**src/rtl/traffic_light_monitor.sv**
```systemverilog
// -----------------------------------------------------------------------------
// traffic_light_monitor
//
// Passive checker placed beside the two-road traffic-light controller. It
// samples the six lamp lines and the controller mode input every clock. It
// locks onto the four-phase sequence P0 -> P1 -> P2 -> P3 -> P0 and flags
// these violations on sticky error bits:
//   - conflicting right-of-way
//   - lamp patterns that are not legal
//   - out-of-order phase changes
//   - phases that are too short or too long
// It also counts completed signal cycles. It never drives the lamps.
//
// Ports:
//   clk           single clock, all state on the rising edge
//   rst           asynchronous, active-high reset
//   clr_err       synchronous clear of all error flags (a new violation wins)
//   m             controller mode, 1 = maintenance/flash
//   r1,y1,g1      road 1 lamps
//   r2,y2,g2      road 2 lamps
//   phase         tracked phase 0..3, meaningful while in_sync = 1
//   in_sync       monitor is locked to the sequence
//   err_conflict  sticky: conflicting right-of-way seen
//   err_illegal   sticky: lamp pattern outside the four legal ones
//   err_sequence  sticky: legal pattern arrived out of order
//   err_dwell     sticky: phase shorter than its minimum or longer than MAX_DWELL
//   cycle_count   completed P3->P0 transitions, wraps at 2^CNT_W
// -----------------------------------------------------------------------------
module traffic_light_monitor #(
  parameter int MIN_GREEN  = 4,
  parameter int MIN_YELLOW = 2,
  parameter int MAX_DWELL  = 64,
  parameter int CNT_W      = 8
) (
  input  logic             clk,
  input  logic             rst,
  input  logic             clr_err,
  input  logic             m,
  input  logic             r1,
  input  logic             y1,
  input  logic             g1,
  input  logic             r2,
  input  logic             y2,
  input  logic             g2,
  output logic [1:0]       phase,
  output logic             in_sync,
  output logic             err_conflict,
  output logic             err_illegal,
  output logic             err_sequence,
  output logic             err_dwell,
  output logic [CNT_W-1:0] cycle_count
);

  localparam int DW = $clog2(MAX_DWELL + 2);

  localparam logic [DW-1:0] MIN_G_D = DW'(MIN_GREEN);
  localparam logic [DW-1:0] MIN_Y_D = DW'(MIN_YELLOW);
  localparam logic [DW-1:0] MAX_D   = DW'(MAX_DWELL);
  localparam logic [DW-1:0] SAT_D   = DW'(MAX_DWELL + 1);
  localparam logic [DW-1:0] ONE_D   = DW'(1);

  // Lamp patterns written {r1,y1,g1,r2,y2,g2}.
  localparam logic [5:0] PAT_P0 = 6'b001_100;
  localparam logic [5:0] PAT_P1 = 6'b010_100;
  localparam logic [5:0] PAT_P2 = 6'b100_001;
  localparam logic [5:0] PAT_P3 = 6'b100_010;

  typedef enum logic {SYNC, TRACK} state_t;

  state_t          state;
  logic [DW-1:0]   dwell;
  // Set for the phase we locked onto: its start was never observed, so its
  // length tells us nothing and it is exempt from both dwell limits.
  logic            first;

  logic [5:0]      pat;
  logic            legal;
  logic [1:0]      idx;
  logic            conflict;
  logic [1:0]      next_phase;
  logic [DW-1:0]   min_dwell;

  assign pat        = {r1, y1, g1, r2, y2, g2};
  assign next_phase = phase + 2'd1;
  // Odd phases are the yellow ones.
  assign min_dwell  = phase[0] ? MIN_Y_D : MIN_G_D;
  // Flash mode legitimately shows both yellows, so only green/green conflicts.
  assign conflict   = m ? (g1 & g2) : ((g1 | y1) & (g2 | y2));
  assign in_sync    = (state == TRACK);

  // NOTE: every output of a combinational block gets a default first, so no
  // path leaves it unassigned and no latch is inferred.
  always_comb begin
    legal = 1'b1;
    idx   = 2'd0;
    case (pat)
      PAT_P0:  idx = 2'd0;
      PAT_P1:  idx = 2'd1;
      PAT_P2:  idx = 2'd2;
      PAT_P3:  idx = 2'd3;
      default: legal = 1'b0;
    endcase
  end

  // NOTE: sequential state uses non-blocking assignments only, so every
  // right-hand side reads the value from before this edge.
  always_ff @(posedge clk or posedge rst) begin
    if (rst) begin
      state        <= SYNC;
      phase        <= 2'd0;
      dwell        <= '0;
      first        <= 1'b0;
      err_conflict <= 1'b0;
      err_illegal  <= 1'b0;
      err_sequence <= 1'b0;
      err_dwell    <= 1'b0;
      cycle_count  <= '0;
    end else begin
      // NOTE: the clear comes first, so a violation set later in this block
      // overrides it (the last non-blocking assignment wins).
      if (clr_err) begin
        err_conflict <= 1'b0;
        err_illegal  <= 1'b0;
        err_sequence <= 1'b0;
        err_dwell    <= 1'b0;
      end

      if (conflict) err_conflict <= 1'b1;

      if (m) begin
        // Flash mode: drop lock and check nothing beyond conflicts.
        state <= SYNC;
      end else begin
        case (state)
          SYNC: begin
            if (legal) begin
              state <= TRACK;
              phase <= idx;
              dwell <= ONE_D;
              first <= 1'b1;
            end
          end

          TRACK: begin
            if (!legal) begin
              err_illegal <= 1'b1;
              state       <= SYNC;
            end else if (idx == phase) begin
              if (dwell != SAT_D) dwell <= dwell + ONE_D;
              // dwell >= MAX now means dwell > MAX after this sample.
              if (!first && (dwell >= MAX_D)) err_dwell <= 1'b1;
            end else if (idx == next_phase) begin
              if (!first && (dwell < min_dwell)) err_dwell <= 1'b1;
              phase <= idx;
              dwell <= ONE_D;
              first <= 1'b0;
              if (phase == 2'd3) cycle_count <= cycle_count + 1'b1;
            end else begin
              // Out-of-order legal pattern: re-lock onto it.
              err_sequence <= 1'b1;
              phase        <= idx;
              dwell        <= ONE_D;
              first        <= 1'b1;
            end
          end

          default: state <= SYNC;
        endcase
      end
    end
  end

endmodule

```
**config.mk**
```make
export PLATFORM = sky130hd
export DESIGN_NAME = traffic_light_monitor
export DESIGN_NICKNAME = d
export VERILOG_FILES = /design/src/rtl/traffic_light_monitor.sv
export SDC_FILE = /design/constraint.sdc
export NUM_CORES = 1
export LEC_CHECK = 0
export CAP_MARGIN = 20
export CELL_PAD_IN_SITES_DETAIL_PLACEMENT = 1
export CELL_PAD_IN_SITES_GLOBAL_PLACEMENT = 2
export CORE_MARGIN = 8
export CORE_UTILIZATION = 32
export DETAILED_ROUTE_END_ITERATION = 6
export GPL_TIMING_DRIVEN = 0
export PLACE_DENSITY_LB_ADDON = 0.1
export REMOVE_ABC_BUFFERS = 1
export SLEW_MARGIN = 5
export SYNTH_ARGS = -nofsm -noshare
export SYNTH_HDL_FRONTEND = slang
export SYNTH_SLANG_ARGS = --single-unit
```
**constraint.sdc**
```tcl
create_clock -name clk -period 2.2 [get_ports clk]
set_clock_uncertainty 0.15 [all_clocks]
set_input_delay 0.33 -clock clk [delete_from_list [all_inputs] [get_ports clk]]
set_output_delay 0.33 -clock clk [all_outputs]
set_load 0.005 [all_outputs]
```
==> results.cfg <==
[placed_design]
place_inst = 197
place_congestion = 0.690
portBuffers = 24
dp_hpwl_mm = 2.47

[outcome]
outcome = finished, final reports clean

[power_and_ir_drop]
power.share.switching = 0.269
p_per_area_nw_per_um2 = 507
fin_total_pwr_mw = 0.874
p_int_mw = 0.638
p_switching_mw = 0.235
leakagePower_nw = 0.775
clkPwrFrac = 0.304
p_seq_frac = 0.528
max-vdd-ir-drop_mv = 0.195
power_frac_comb = 0.168

[clock_tree]
cts_inserted_buffers = 3
h-tree-depth = 1
clkTransAtPathRegs_ns = 0.09
clock_sinks = 23
clock_latency_ns = 0.27
clock_path_buffers = 2
cts_tree = built
hold_buffers = 0
clockRootBuffer = clkbuf_8

[global_route]
antenna_found_initial = 0
grt_remaining_overflow = 0
grt_max_degree = 24
grt_use_total = 0.111
grt_pass1_wl_mm = 5.64
first_global_vias = 1194

[setup_path]
r2r_start = phase[0]
cp_top_family = simple AND/OR/NAND/NOR gates
critPathSlowestCell = dfrtp_1
cp_slowest_stage_delay_ns = 0.44
criticalPathCategory = reg2reg
critPathLaunch = phase[0]
cp_cell_sequence = ha_1 > xnor2_2 > nor4_4 > buf_4 > nand4_1 > xnor2_1
cp.buffers_inverters = 1
crit_path_start_kind = register
path_max_fanout = 5
critical_path_required_ns = 2.21
end_kind = register
arrival_ns = 2.04

[synth]
netlist_instances = 124
synthTopCellsByArea = dfrtp_1, xnor2_1, ha_1, a22o_1, nand3_1
ys_seq_elements = 23
netlist_area_um2 = 1300
yosys_warnings = 0
yosysTopAreaCell = dfrtp_1
async_reset_ff_frac = 1.00
synth_top_area_frac = 0.444
synth_ff_type = dfrtp_1
synth_common_cells = dfrtp_1, nand3_1, xnor2_1
synth-edff-count = 0
yosysMostFrequentCell = dfrtp_1
yosysSeqAreaShare = 0.444
synth_cell_types = 35
avgSynthCellArea_um2 = 10.5

[timing]
worstMarginPinSlew_ns = 0.935
final-hold-violation-count = 0
setup_viol = 0
drv_slew = 0
min_period_ns = 2.03
fmax_mhz = 492
finalCritPeriodShare = 0.924
slew_headroom = 0.376
rsz0062_at_grt = no

[finish]
antenna_cells = 0
drive_above_1_share = 0.173
area_delta_synth_final_pct = 32.8
stdcell_count = 206
final_nets = 172

[detailed_routing]
drt_wl_total_mm = 3.27
viasPerCell = 5.16
drt_first_pass_iters = 4
wl_per_cell_um = 15.9
drtIter0Drc = 11
vias = 1062
ant_nets = 0
drc = 0

[job]
cap_violations = 0

[floorplanning]
row_count = 23
start_util = 0.329
ios = 25
die_w_um = 79.6
fp.coreArea_um2 = 3940
dieArea_um2 = 6340
dieHeight_um = 79.6

[min_path]
hp-start = r2
hp-class = in2reg
-- metal layers --
layer  track usage  vias up  wire length [um]
met5             0        -                 0
met4        0.0389        0                34
met3        0.0304        4               155
met2         0.189       20              1650
met1         0.130      526              1440
li1              -      512                 -
-- repair_timing --
| item | 4_1_cts | 5_1_grt |
|---|---|---|
| setup endpoints to repair | 16 | 9 |
| buffers inserted | 5 | 0 |
| pin swaps | 4 | 3 |
| gates resized for setup | 15 | 12 |
-- power groups by stage --
stage / clock network, mW / registers (mW) / logic [mW]
2_1_floorplan: 0 / 0.465 / 0.0771
3_3_place_gp: 0 / 0.468 / 0.130
3_5_place_dp: 0 / 0.469 / 0.136
4_1_cts: 0.279 / 0.461 / 0.143
5_1_grt: 0.292 / 0.464 / 0.166
6_report: 0.266 / 0.461 / 0.147
-- worst reg2reg max path: stages (launching register included) --
cell,delay [ns]
dfrtp_1,0.44
ha_1,0.36
xnor2_2,0.18
nor4_4,0.36
buf_4,0.19
nand4_1,0.11
xnor2_1,0.14
-- through the flow --
step,worst slack (ns),setup TNS [ns],area (um^2),hold slack (ns),util
3_3_place_gp,-0.590,-7.22,1590,0.313,0.404
3_5_place_dp,-0.643,-8.70,1590,0.328,0.404
5_1_grt,0.00208,0,1720,0.343,0.437
4_1_cts,0.119,0,1720,0.343,0.437
2_1_floorplan,0.132,0,1290,0.182,-
6_report,0.167,0,1720,0.306,0.437
-- kinds of logic (layout without fill, tap and decap cells) --
kind of cell / after synthesis / count (layout) / share of synthesized area
DFF: 23 / 23 / 0.444
muxes: 3 / 3 / 0.0270
adders and majority gates: 5 / 5 / 0.0483
buffers and inverters: 10 / 42 / 0.0299
xor gates and xnor gates: 13 / 13 / 0.0936
and+or+nand+nor: 45 / 45 / 0.212
AOI/OAI and AO/OA: 25 / 25 / 0.145
-- flip-flops by register name, summed over array words and instances, names as in the netlist --
| name | count |
|---|---|
| first | 1 |
| err_sequence | 1 |
| dwell | 7 |
| cycle_count | 8 |
| phase | 2 |
| err_illegal | 1 |
| in_sync | 1 |
| err_dwell | 1 |
| err_conflict | 1 |
-- final timing paths --
check | endpoint | slack (ns) | depth (start not counted)
setup / recovery | cycle_count[6] | 0.17 | 6
hold reg to reg | cycle_count[7] | 0.33 | 1
hold / removal | phase[1] | 0.31 | 4
max in group asynchronous | phase[1] | 0.91 | 2
min in group asynchronous | cycle_count[5] | 0.42 | 2
setup reg to reg | cycle_count[6] | 0.17 | 6
-- cells in the final DEF, fill, tap and decap left out, types with 4 or more instances in the layout --
master	n
nand2_1	4
nor2_1	7
ha_1	5
buf_4	5
dfrtp_1	23
a22o_1	6
clkdlybuf4s50_1	18
o21ai_0	6
clkbuf_2	4
inv_1	8
nand3_1	9
xnor2_1	8
and3_1	5
-- final cells by class --
cell class / count / area (um^2)
Tap cell: 50 / 62.6
Timing Repair Buffer: 29 / 258
Sequential cell: 23 / 576
Clock inverter: 1 / 5.00
Clock buffer: 3 / 41.3
Multi-Input combinational cell: 91 / 746
Inverter: 9 / 33.8
Fill cell: 436 / 2220
Note: power is estimated with default switching activity, not from simulation.
